--- src/rtl/frv_fetch_realign.sv ---
// Fetch realignment buffer: turns aligned 32-bit fetch words into whole RV32IC
// instructions (16/32-bit, any halfword alignment) for the decode stage.
module frv_fetch_realign (
  input  logic        g_clk,
  input  logic        g_reset,
  input  logic        f_flush,
  input  logic        f_flush_pc1,
  input  logic        f_in_valid,
  output logic        f_in_ready,
  input  logic [31:0] f_in_data,
  input  logic        f_in_error,
  output logic        d_valid,
  output logic [31:0] d_data,
  output logic        d_error,
  input  logic        d_ready
);

  logic [15:0] slot_data_q [4];
  logic [15:0] slot_data_d [4];
  logic [3:0]  slot_err_q;
  logic [3:0]  slot_err_d;
  logic [2:0]  count_q;
  logic [2:0]  count_d;
  logic        drop_lo_q;
  logic        drop_lo_d;

  logic        is32;
  logic [2:0]  need;
  logic        consume;
  logic        push;
  logic [2:0]  cons_n;
  logic [2:0]  tail;

  always_comb begin
    is32 = (slot_data_q[0][1:0] == 2'b11);
    need = is32 ? 3'd2 : 3'd1;
    // An errored oldest halfword is presented alone so decode can trap early.
    d_valid = !f_flush && ((count_q >= need) || ((count_q >= 3'd1) && slot_err_q[0]));
    if (is32 && (count_q >= 3'd2)) begin
      d_data = {slot_data_q[1], slot_data_q[0]};
    end else begin
      d_data = {16'h0000, slot_data_q[0]};
    end
    d_error    = slot_err_q[0] || (is32 && (count_q >= 3'd2) && slot_err_q[1]);
    f_in_ready = !f_flush && (count_q <= 3'd2);
    consume    = d_valid && d_ready;
    push       = f_in_valid && f_in_ready;
  end

  always_comb begin
    if (consume) begin
      cons_n = (is32 && (count_q >= 3'd2)) ? 3'd2 : 3'd1;
    end else begin
      cons_n = 3'd0;
    end
    tail = count_q - cons_n;

    for (int i = 0; i < 4; i++) begin
      if ((3'(i) + cons_n) <= 3'd3) begin
        slot_data_d[i] = slot_data_q[2'(3'(i) + cons_n)];
        slot_err_d[i]  = slot_err_q[2'(3'(i) + cons_n)];
      end else begin
        slot_data_d[i] = 16'h0000;
        slot_err_d[i]  = 1'b0;
      end
    end

    count_d   = tail;
    drop_lo_d = drop_lo_q;
    // Push is only possible with count<=2, so the tail index never overflows.
    if (push) begin
      if (drop_lo_q) begin
        slot_data_d[tail[1:0]] = f_in_data[31:16];
        slot_err_d[tail[1:0]]  = f_in_error;
        count_d                = tail + 3'd1;
        drop_lo_d              = 1'b0;
      end else begin
        slot_data_d[tail[1:0]]        = f_in_data[15:0];
        slot_err_d[tail[1:0]]         = f_in_error;
        slot_data_d[2'(tail + 3'd1)]  = f_in_data[31:16];
        slot_err_d[2'(tail + 3'd1)]   = f_in_error;
        count_d                       = tail + 3'd2;
      end
    end else begin
      count_d = tail;
    end

    if (f_flush) begin
      count_d   = 3'd0;
      drop_lo_d = f_flush_pc1;
    end else begin
      drop_lo_d = drop_lo_d;
    end
  end

  always_ff @(posedge g_clk) begin
    if (g_reset) begin
      for (int i = 0; i < 4; i++) begin
        slot_data_q[i] <= 16'h0000;
      end
      slot_err_q <= 4'b0000;
      count_q    <= 3'd0;
      drop_lo_q  <= 1'b0;
    end else begin
      for (int i = 0; i < 4; i++) begin
        slot_data_q[i] <= slot_data_d[i];
      end
      slot_err_q <= slot_err_d;
      count_q    <= count_d;
      drop_lo_q  <= drop_lo_d;
    end
  end

endmodule

--- config.mk ---
export PLATFORM = sky130hd
export DESIGN_NAME = frv_fetch_realign
export DESIGN_NICKNAME = d
export VERILOG_FILES = /design/src/rtl/frv_fetch_realign.sv
export SDC_FILE = /design/constraint.sdc
export NUM_CORES = 1
export LEC_CHECK = 0
export BUFFER_PORTS_ARGS = -buffer_cell sky130_fd_sc_hd__buf_4
export CELL_PAD_IN_SITES_DETAIL_PLACEMENT = 1
export CELL_PAD_IN_SITES_GLOBAL_PLACEMENT = 2
export CORE_MARGIN = 3
export CORE_UTILIZATION = 32
export CTS_BUF_LIST = sky130_fd_sc_hd__clkbuf_4 sky130_fd_sc_hd__clkbuf_8
export DETAILED_ROUTE_END_ITERATION = 10
export MAX_ROUTING_LAYER = met4
export PLACE_DENSITY = 0.83
export SYNTH_ARGS = -nofsm -noshare
export SYNTH_HDL_FRONTEND = slang
export SYNTH_SLANG_ARGS = --single-unit
--- constraint.sdc ---
create_clock -name g_clk -period 3.6 [get_ports g_clk]
set_clock_uncertainty 0.2 [all_clocks]
set_input_delay 0.72 -clock g_clk [delete_from_list [all_inputs] [get_ports g_clk]]
set_output_delay 0.72 -clock g_clk [all_outputs]
set_load 0.01 [all_outputs]
Word-level counts from Yosys, hierarchy flattened
Memories as Yosys holds them, arrays and structs flattened.
Cells that the tools add are included.

word-level totals
  flip-flop bits (word level) = 8
  bits in writable memories = 64
  input port bits = 39
  logic and storage cells = 101
  memories kept = 1

cells by class
  $add $sub $neg = 6
  order comparisons = 20
  eq/ne operators = 1
  multiplexer cells = 48
  bitwise gates (word level) = 6
  reduce and logical (&&, ||, !) cells = 16

memories
  memory       depth  bits a word  read ports  clocked after Yosys merged registers in  write ports  line  RTL
  slot_data_q  4      16           6           0                                        4            18    logic [15:0] slot_data_q [4];

operator list
  kind                   number
  $bwmux W64             3
  $mux W16               10
  $mux W64               2
  $demux W16 S2          2
  $mux W32               1
  $lt A2 B3 Y1 const B   6
  $le A3 B2 Y1 const B   5
  $mux W1                15
  $logic_and A1 B1 Y1    11
  $bmux W1 S2            4
  $bwmux W4              2
  $mux W4                2
  $add A2 B3 Y3 const A  2
  $ge A3 B3 Y1 const B   2
  $lt A3 B1 Y1 const B   2
  $mux W2                3
  $mux W3                2
  $not A2 Y3             2
  $demux W1 S2           2
  $ge A2 B1 Y1 const B   2
  $or A1 B1 Y1           4
  $add A1 B3 Y3 const A  1
  $add A3 B1 Y3 const B  1
  $add A3 B2 Y3 const B  1
  9 further kinds        10

Depth between registers and ports, before layout
Gate-level depths: netlist of the first run.
An unclocked memory read counts as a cell.

  depth after elaboration = 19
  gate-level depth with buffers = 16
  gate-level depth less buffers = 13

Worst setup path after synthesis of the first run
OpenSTA, ideal clock, no wires.

  path type = reg2reg
  from = memory slot_data_q[0][1]
  to = memory slot_data_q[2][10]
  data arrival time = 3.734 ns
  data required time = 3.308 ns
  slack = -0.426 ns
  cell stages (with the launch flop) = 17
  buffers on the path = 3
  period minus slack after synthesis = 4.026 ns
  path through = dfxtp_1 nand2_1 ha_1 nand2b_1 a2111oi_2 nor2_1 clkbuf_1 nand2_1 inv_1 fa_1 inv_1 clkbuf_1 nand2_1 clkbuf_1 o21ai_0 a21o_1 o32ai_1

RTL lines
  element      line
  from (decl)  18

==> results of run 1 <==
==> through the flow <==
step                setup slack [ps]  std cells  hold WS, ps  TNS (ps)  util, %
floorplan                       8.83        794          286         0        -
global placement                -180       1060          333     -2740     38.6
detailed placement              -200       1060          335     -2920     38.6
CTS                             67.7       1075          359         0     39.7
global route                    7.56       1076          390         0     39.8
finish                           133       1076          365         0     39.8
==> power by group through the flow <==
stage	sequential [µW]	clock (µW)	combinational, µW
6_report	931	602	819
5_1_grt	937	655	887
4_1_cts	928	616	800
3_5_place_dp	947	0	792
3_3_place_gp	945	0	786
2_1_floorplan	926	0	487
==> worst max path at each step <==
stage                                    end  slack [ps]
after floorplan           slot_data_q[2][11]           9
after global placement    slot_data_q[2][11]        -180
after detailed placement   slot_data_q[2][3]        -200
after CTS                  slot_data_q[2][2]          70
after global routing       slot_data_q[0][9]           8
final                     slot_data_q[0][12]         130
==> repair_timing <==
action | in CTS | in global routing
resized for setup | 4 | 7
pin swaps | 0 | 1
setup endpoints to repair | 27 | 19
cloned | 0 | 1
==> logic make-up (layout without fill, tap and decap cells) <==
logic type / Yosys count / after routing
buffers and inverters: 92 / 144
and+or+nand+nor: 229 / 230
muxes: 75 / 75
adders and majority gates: 6 / 6
DFF: 72 / 72
AOI/OAI and AO/OA: 317 / 317
xor gates and xnor gates: 3 / 3
==> worst reg2reg max path, stage by stage (launching register included) <==
cell	delay [ps]
dfxtp_4	350
nand2_2	110
ha_4	210
nand2b_4	150
a2111o_1	390
nand3_2	120
inv_4	50
ha_4	150
fa_2	610
buf_12	130
buf_12	170
o21ai_0	140
a32oi_1	400
o22ai_1	150
==> layout make-up <==
type                       count  area [µm²]
clock buffer                  11         151
clock inverter                 4        20.0
fill                        2215       10900
inverter                       7        28.8
multi-input combinational    631        4290
sequential                    72        1450
tap                          229         287
timing repair buffer         122        1000
==> sequential cells by signal, summed over array words and instances, names as in the netlist <==
register,flops
count_q,3
drop_lo_q,1
slot_data_q,64
slot_err_q,4
==> layer usage <==
metal	global-route usage (%)	routed length (µm)	vias up
met3	3.68	1720	15
met2	31.7	9930	204
met1	38.2	12500	3235
li1	-	-	3117
met4	4.60	259	0
met5	-	0	-
==> cell usage in the layout (no fill, tap or decap), types with 3 or more instances in the layout <==
master    count
buf_4       115
o21ai_0      80
dfxtp_1      69
mux2i_1      52
a21oi_1      51
nor2_1       46
nand3_1      34
a211oi_1     29
a32oi_1      28
o22ai_1      28
nand2_1      26
o32ai_1      26
nor3_1       24
and2_1       24
mux2_2       23
nor2b_1      23
a21o_1       23
nand2b_1     20
o21ai_1      13
clkbuf_8     11
or3_1        10
a311oi_1      7
buf_12        7
o22a_1        6
or2_2         4
inv_1         4
and3_1        4
a31oi_1       4
ha_4          4
clkinv_2      4
o211ai_1      3
nand4_1       3
==> reports/summary.md, run 1 <==
## Status
• completed — outcome

## Clocking
• 9 — number of buffers created by CTS
• 0 — number of buffers added to fix hold violations after cts
• 3 — number of levels in the clock H-tree
• 350 ps — clk_lat worst skew
• yes — clock tree from TritonCTS
• 2 — Max clock buf depth
• 72 — CTS sink count
• 0 — postcts setup bufs
• 80 ps — register clock-pin slew on the reported worst setup and hold paths
• clkbuf_8 — Root Driver

## STA
• false — RSZ-0062 raised after global routing
• 732 ps — worst slew pin tran
• 96.3% — portion of the clock cycle consumed by the worst path in the final layout
• 0.288 GHz — highest clock frequency the design can meet
• 51.2% — Worst slew margin
• 0 — Final setup viols
• 0 — pins over their slew limit
• 0 — hold violation count in the final report
• 3470 ps — final critical path time including I/O delays and setup

## Synthesis
• 90 x o21ai_0, 72 x dfxtp_1, 54 x clkbuf_1 — most frequent cells after synthesis
• 839 — net count of the mapped netlist
• dfxtp_1 24%, mux2i_1 8.7%, o21ai_0 7.5%, mux2_2 4.3%, a21oi_1 4.3% — leading cell types by total area after synthesis
• 53 — unique cell type count in the Yosys netlist
• 0.440% — xor-xnor portion of the synthesized cell area
• 72 — #FFs+latches synth
• dfxtp_1 — Synth area leader
• 19.6% — basic-gate share of the synthesized area counting and, or, nand and nor cells
• 0 — EDFF count, synth
• 794 — Post-Synthesis Cells
• 7.53 µm² — synthesized area divided by synthesized cell count
• 0% — proportion of register bits with asynchronous set or reset after synthesis
• 5980 µm² — post-synthesis instance area
• compound AO/OA/AOI/OAI gates — main combinational cell family by area after synthesis
• 1.38% — Synth Area in Adders
• 0 — number of warnings reported in the yosys synthesis log
• 13.0% — share of synthesized area spent on multiplexers
• o21ai_0 — library cell with the highest instance count after synthesis
• dfxtp_1 — Post-synth top flop
• 24.1% — share of the synthesized area in the top cell type
• 35.1% — complex-gate fraction of the synthesized area
• 24.1% — part of the Yosys area used for sequential elements

## Critical path
• 3490 ps — arrival time at the worst endpoint
• flop — kind of start point of the critical path
• slot_data_q[0][0] — Worst Setup SP
• compound AO/OA/AOI/OAI gates — dominant delay contributor by cell family on the critical path
• nand2_2 -> ha_4 -> nand2b_4 -> a2111o_1 -> nand3_2 -> inv_4 -> ha_4 -> fa_2 -> buf_12 -> buf_12 -> o21ai_0 -> a32oi_1 -> o22ai_1 — critical path, cell by cell
• 3 — worst path bufs/invs
• slot_data_q[0][12] — end of the worst register-to-register path
• 13 — number of cells traversed by the worst register-to-register path
• slot_data_q[0][0] — Reg-to-Reg Start
• 610 ps — delay contributed by the slowest stage of the critical path
• 130 ps — worst reg-to-reg setup slack
• flop to flop — crit path kind
• flop — CP Capture Type
• 32 — Critical Path Fanout Max
• fa_2 — Crit-path slowest cell
• 3620 ps — required time worst endpoint
• 13 — Levels on crit path

## Finish
• 7230 µm² — area of all placed cells without fillers
• 22.3% — share of post-route cells with drive strength above 1
• 0 — diode count
• 20.9% — area growth from synthesis to layout
• 888 — Net count, final

## Routing
• 611 — first-iteration detailed-routing DRC count
• 0 — number of nets with antenna violations after routing
• 5 — number of detailed-route iterations in the first pass
• 22.7 µm — routed length per instance
• 6571 — routed via count
• 24400 µm — DRT Wirelength
• 6.11 — post-detailed-route via-to-cell ratio
• 0 — remaining design rule violation count

## Floorplan
• 18100 µm² — core region area
• 20400 µm² — Die ar.
• 49 — number of rows created at floorplan
• 143 µm — die span in x
• 74 — IO Count
• 32.9% — starting density of the core
• 143 µm — Die Ht

## Hold path
• flop to flop — Hold Crit Class
• slot_data_q[2][11] — worst hold path endpoint
• 2 — worst hold stages
• slot_data_q[2][11] — origin of the worst min-delay path

## Power
• 880 µW — power spent charging and discharging nets
• 37.4% — net switching fraction of the power
• 0.123 mV — IR Drop Worst-Case VDD
• 325 nW/µm² — cell area power density
• 0.00262 µW — leakage component of the power
• 1470 µW — design internal power
• 39.6% — Reg power frac
• 25.6% — share of total power in the clock network
• 2350 µW — Total Power
• 34.8% — logic gate share of total power

## Placed design
• 73 — count of buffers from port buffering
• 17600 µm — HPWL after detailed placement
• 0.891 — routability congestion estimate from global placement
• 7010 µm² — Placed Instance Area

## Global route
• 24.1% — overall routing resource usage
• 50 — pin count of the biggest net entering global routing
• 6205 — vias in the first global route
• 0 — antenna violations before repair
• 0 — overflow left after global routing
• 37300 µm — first-pass GRT wire length

## Job
• 0 — maxcap violations

Power figures use the tool's default switching activity.
==> run 2: changes to the inputs <==
clock period = 2.9 ns   (was 3.6 ns; I/O delays follow)
==> reports/summary.md, run 2 (synthesis results as in run 1) <==
## Status
• finished with violations — outcome
• negative setup slack — failing checks

## Placed design
• 20000 µm — HPWL after detailed placement, +13%
• 0.936 — routability congestion estimate from global placement, +5.0%
• 73 — count of buffers from port buffering, unchanged
• -634 ps — worst slack after detailed placement, -435 ps

## Routing
• 7441 — routed via count, +13%
• 6.31 — post-detailed-route via-to-cell ratio, +3.3%
• 29900 µm — DRT Wirelength, +23%
• 720 — first-iteration detailed-routing DRC count, +18%
• 5 — number of detailed-route iterations in the first pass, unchanged
• 0 — remaining design rule violation count, unchanged
• 25.4 µm — routed length per instance, +12%
• 0 — number of nets with antenna violations after routing, unchanged

## Critical path
• nand2_4 -> ha_4 -> nand2b_4 -> a2111o_1 -> nand3_2 -> inv_4 -> ha_4 -> fa_2 -> inv_2 -> or3_4 -> buf_6 -> o21ai_1 -> a21o_1 -> o32ai_1 — critical path, cell by cell
• slot_data_q[0][0] — Reg-to-Reg Start
• fa_2 — Crit-path slowest cell
• flop — kind of start point of the critical path
• flop to flop — crit path kind
• 3 — worst path bufs/invs, unchanged
• adder cells — dominant delay contributor by cell family on the critical path
• 14 — number of cells traversed by the worst register-to-register path, +1
• flop — CP Capture Type
• 590 ps — delay contributed by the slowest stage of the critical path, -20 ps
• 8 — Critical Path Fanout Max, -75%
• ha_4 — Most Frequent Cell on Critical Path
• 14 — Levels on crit path, +1
• -550 ps — worst reg-to-reg setup slack, -680 ps
• 2940 ps — required time worst endpoint, -680 ps
• 3480 ps — arrival time at the worst endpoint, about the same
• slot_data_q[2][14] — end of the worst register-to-register path

## Floorplan
• 20400 µm² — Die ar., unchanged
• 74 — IO Count, unchanged
• 32.9% — starting density of the core, unchanged
• 143 µm — Die Ht, unchanged
• 18100 µm² — core region area, unchanged
• 143 µm — die span in x, unchanged
• 49 — number of rows created at floorplan, unchanged

## STA
• true — RSZ-0062 raised after global routing
• 119% — portion of the clock cycle consumed by the worst path in the final layout, +23 points
• -28370 ps — setup TNS after final layout, -28370 ps
• 3450 ps — final critical path time including I/O delays and setup, -17.6 ps
• 0 — hold violation count in the final report, unchanged
• 54.8% — Worst slew margin, +3.6 points
• 70 — Final setup viols, +70
• 678 ps — worst slew pin tran, -54.1 ps
• 0.290 GHz — highest clock frequency the design can meet, +0.51%
• -549 ps — final setup slack of the worst path, -682 ps
• 0 — pins over their slew limit, unchanged

## Finish
• 64 — flip-flop count of the largest register after layout, unchanged
• buf_4 — most common library cell in the layout ignoring fill and taps
• slot_data_q — register bank with the most flops
• 2149 — filler cell count, -3.0%
• 991 — Net count, final, +12%
• 48.3% — fraction of the core area covered by cells at the end of the flow, +8.4 points
• 46.5% — area growth from synthesis to layout
• 189 x buf_4, 68 x dfxtp_1, 52 x mux2i_1 — most frequent cells in the layout
• slot_data_q: 64 flops, slot_err_q: 4 flops, count_q: 3 flops — Regs by FF count
• 37.9% — share of post-route cells with drive strength above 1, +16 points
• 0 — diode count, unchanged

## Global route
• 29.1% — overall routing resource usage, +5.0 points
• 0 — overflow left after global routing, unchanged
• 0 — antenna violations before repair, unchanged
• 47 — pin count of the biggest net entering global routing, -6.0%
• 45000 µm — first-pass GRT wire length, +21%
• 7556 — vias in the first global route, +22%

## Clocking
• 0 — number of buffers added to fix hold violations after cts, unchanged
• 72 — CTS sink count, unchanged
• 80 ps — register clock-pin slew on the reported worst setup and hold paths, about the same
• 3 — number of levels in the clock H-tree, unchanged
• clkbuf_8 — Root Driver
• 9 — number of buffers created by CTS, unchanged
• 2 — Max clock buf depth, unchanged
• 360 ps — clk_lat worst skew, about the same
• yes — clock tree from TritonCTS

## Power
• 403 nW/µm² — cell area power density, +24%
• 0.181 mV — IR Drop Worst-Case VDD, +46%
• 0.00337 µW — leakage component of the power, +29%
• 3530 µW — Total Power, +50%

## Hold path
• f_flush_pc1 — origin of the worst min-delay path
• input port to flop — Hold Crit Class
• drop_lo_q — worst hold path endpoint
• 3 — worst hold stages, +1

## Job
• 0 — maxcap violations, unchanged

[run 2: cell types whose count changed in the layout (fill, tap and decap cells not counted), sizes merged]
cell	before	now
clkinv	4	1
clkbuf	11	15
bufinv	0	2
buf	122	221
or3	12	11
bufbuf	0	2
[run 2: tightest hold or removal path, cell delays in order]
cell and delay [ps]:
buf_4 110, nand2_1 50, a21oi_1 50
[run 2: per-stage QoR]
step	hold WS (ps)	instance area, µm²	std cells
floorplan	286	6180	794
global placement	320	7540	1126
detailed placement	344	7540	1126
CTS	276	8440	1164
global route	288	8760	1179
finish	282	8760	1179
[run 2: layout make-up]
type / instances / area [µm²] / area share [%]
inverter: 7 / 28.8 / 0.329
tap: 229 / 287 / 3.27
clock inverter: 3 / 65.1 / 0.743
clock buffer: 12 / 159 / 1.81
timing repair buffer: 226 / 2060 / 23.5
multi-input combinational: 630 / 4700 / 53.7
sequential: 72 / 1450 / 16.6
[run 2: worst max-delay path by stage]
stage / start / to
4_1_cts: slot_data_q[0][0] / slot_data_q[2][0]
3_3_place_gp: slot_data_q[0][0] / slot_data_q[0][14]
3_5_place_dp: slot_data_q[0][0] / slot_data_q[2][5]
6_report: slot_data_q[0][0] / slot_data_q[2][14]
5_1_grt: slot_data_q[0][0] / slot_err_q[2]
2_1_floorplan: slot_data_q[0][0] / slot_data_q[2][8]
[run 2: per-layer routing]
| layer | up-vias | GRT usage (%) | part of all wire [%] |
|---|---|---|---|
| met2 | 367 | 43.7 | 46 |
| met3 | 39 | 4.29 | 7.4 |
| met1 | 3710 | 41.1 | 45 |
| li1 | 3325 | - | - |
| met4 | 0 | 6.95 | 1.4 |
| met5 | - | - | 0 |
[run 2: power by group]
part / switching (µW) / internal [µW]
registers: 97.1 / 1070
logic: 770 / 649
clock network: 413 / 536
total: 1280 / 2250
[run 2: timing repair]
action,4_1_cts,5_1_grt
endpoints found under the hold margin,0,0
gates cloned,5,2
pin swaps,35,19
setup endpoints to repair,71,71
setup buffers,20,15
gates resized for setup,119,48
==> run 3: changes to the inputs <==
REMOVE_ABC_BUFFERS = 1   (was not set)
==> reports/summary.md, run 3 (synthesis results as in run 1) <==
## Routing
• 0 — remaining design rule violation count, unchanged
• 25.1 µm — routed length per instance, -1.1%
• 29800 µm — DRT Wirelength, -0.35%
• 5 — number of detailed-route iterations in the first pass, unchanged
• 6.26 — post-detailed-route via-to-cell ratio, -0.88%
• 661 — first-iteration detailed-routing DRC count, -8.2%
• 0 — number of nets with antenna violations after routing, unchanged
• 7432 — routed via count, -0.12%

## Floorplan
• 74 — IO Count, unchanged
• 143 µm — die span in x, unchanged
• 20400 µm² — Die ar., unchanged
• 32.9% — starting density of the core, unchanged
• 143 µm — Die Ht, unchanged
• 49 — number of rows created at floorplan, unchanged
• 18100 µm² — core region area, unchanged

## STA
• 3540 ps — final critical path time including I/O delays and setup, +94.2 ps
• 61.9% — Worst slew margin, +7.1 points
• 245 ps — final hold slack, -37.0 ps
• -643 ps — final setup slack of the worst path, -94.2 ps
• 122% — portion of the clock cycle consumed by the worst path in the final layout, +3.2 points
• 0 — hold violation count in the final report, unchanged
• 0.282 GHz — highest clock frequency the design can meet, -2.7%
• true — RSZ-0062 raised after global routing
• 570 ps — worst slew pin tran, -108 ps
• 0 — pins over their slew limit, unchanged
• 71 — Final setup viols, +1.4%

## Global route
• 0 — overflow left after global routing, unchanged
• 44000 µm — first-pass GRT wire length, -2.1%
• 7443 — vias in the first global route, -1.5%
• 29.0% — overall routing resource usage, -0.092 points
• 37 — pin count of the biggest net entering global routing, -21%
• 0 — antenna violations before repair, unchanged

## Finish
• 48.5% — area growth from synthesis to layout
• 176 x buf_4, 68 x dfxtp_1, 52 x mux2i_1 — most frequent cells in the layout
• 64 — flip-flop count of the largest register after layout, unchanged
• 0 — diode count, unchanged
• slot_data_q — register bank with the most flops
• 38.3% — share of post-route cells with drive strength above 1, +0.37 points
• buf_4 — most common library cell in the layout ignoring fill and taps
• 1001 — Net count, final, +1.0%
• 1188 — non-filler instance count after layout, +0.76%
• slot_data_q: 64 flops, slot_err_q: 4 flops, count_q: 3 flops — Regs by FF count

## Critical path
• flop — kind of start point of the critical path
• 2950 ps — required time worst endpoint, about the same
• flop — CP Capture Type
• 5 — Critical Path Fanout Max, -3
• flop to flop — crit path kind
• 3600 ps — arrival time at the worst endpoint, +120 ps

## Placed design
• 73 — count of buffers from port buffering, unchanged
• 0.825 — routability congestion estimate from global placement, -12%
• 1127 — total instance count after detailed placement, +0.089%
• 17600 µm — HPWL after detailed placement, -12%

## Power
• 1240 µW — power spent charging and discharging nets, -2.9%
• 2080 µW — design internal power, -7.4%
• 375 nW/µm² — cell area power density, -7.0%
• 25.3% — share of total power in the clock network, -1.6 points
• 0.222 mV — IR Drop Worst-Case VDD, +23%
• 34.8% — Reg power frac, +1.9 points
• 37.4% — net switching fraction of the power, +1.1 points
• 0.00343 µW — leakage component of the power, +1.5%
• 39.8% — logic gate share of total power, -0.4 points

## Clocking
• 2 — Max clock buf depth, unchanged
• 380 ps — clk_lat worst skew, +20 ps
• 90 ps — register clock-pin slew on the reported worst setup and hold paths, about the same
• clkbuf_8 — Root Driver
• 0 — number of buffers added to fix hold violations after cts, unchanged
• 72 — CTS sink count, unchanged
• 3 — number of levels in the clock H-tree, unchanged
• 9 — number of buffers created by CTS, unchanged
• yes — clock tree from TritonCTS

## Status
• negative setup slack — failing checks
• finished with violations — outcome

## Job
• 0 — maxcap violations, unchanged

## Hold path
• input port to flop — Hold Crit Class

run 3: final timing paths:
kind | start | to | slack [ps] | depth (start not counted)
worst max-delay path | slot_data_q[0][0] | slot_data_q[2][10] | -640 | 16
worst min register to register | slot_err_q[2] | slot_err_q[2] | 350 | 2
worst max register to register | slot_data_q[0][0] | slot_data_q[2][10] | -640 | 16
worst min-delay path | f_flush_pc1 | drop_lo_q | 240 | 3
run 3: final cells by class:
cell class	instances	area, µm²
flip-flops and latches	72	1450
well taps	229	287
multi-input cells	630	4630
repair buffers	236	2300
fillers	2166	9270
inverters	7	28.8
clock buffers	14	180
run 3: metrics by stage:
stage	setup TNS (ps)	setup WS (ps)	util, %	area, µm²	total power, µW
after CTS	-24400	-438	47.2	8570	3200
after global placement	-29770	-507	41.0	7440	2160
after global routing	-41690	-760	48.9	8870	3470
final	-33320	-643	48.9	8870	3330
after floorplan	-236270	-3520	-	5630	1700
after detailed placement	-35390	-616	41.0	7440	2180
run 3: routing by layer:
metal / wire, µm / track usage, %
met5: 0 / -
met4: 1140 / 12.1
met3: 1910 / 5.06
met2: 14500 / 46.9
met1: 12200 / 35.6
run 3: power by group through the flow:
| stage | Combinational [µW] | Clock (µW) | Sequential [µW] |
|---|---|---|---|
| 2_1_floorplan | 540 | 0 | 1160 |
| 3_3_place_gp | 992 | 0 | 1170 |
| 3_5_place_dp | 1010 | 0 | 1170 |
| 4_1_cts | 1210 | 841 | 1150 |
| 5_1_grt | 1410 | 889 | 1170 |
| 6_report | 1330 | 843 | 1160 |
run 3: timing repair:
item	in CTS	in global routing
gates resized for setup	149	54
pin swaps	52	39
endpoints found under the setup margin	71	72
gates cloned	8	0
buffers inserted	34	10
run 3: worst max-delay path, cell delays in order (launching register included):
cell and delay, ps:
dfxtp_2 370, nand2_4 60, ha_4 200, nand2b_4 140, buf_6 120, a2111oi_4 380, nor2_2 80, nand2_2 90
buf_6 120, inv_4 40, fa_2 580, inv_2 60, or3_4 430, buf_8 170, o21ai_2 140, a21o_1 150
o32ai_2 80
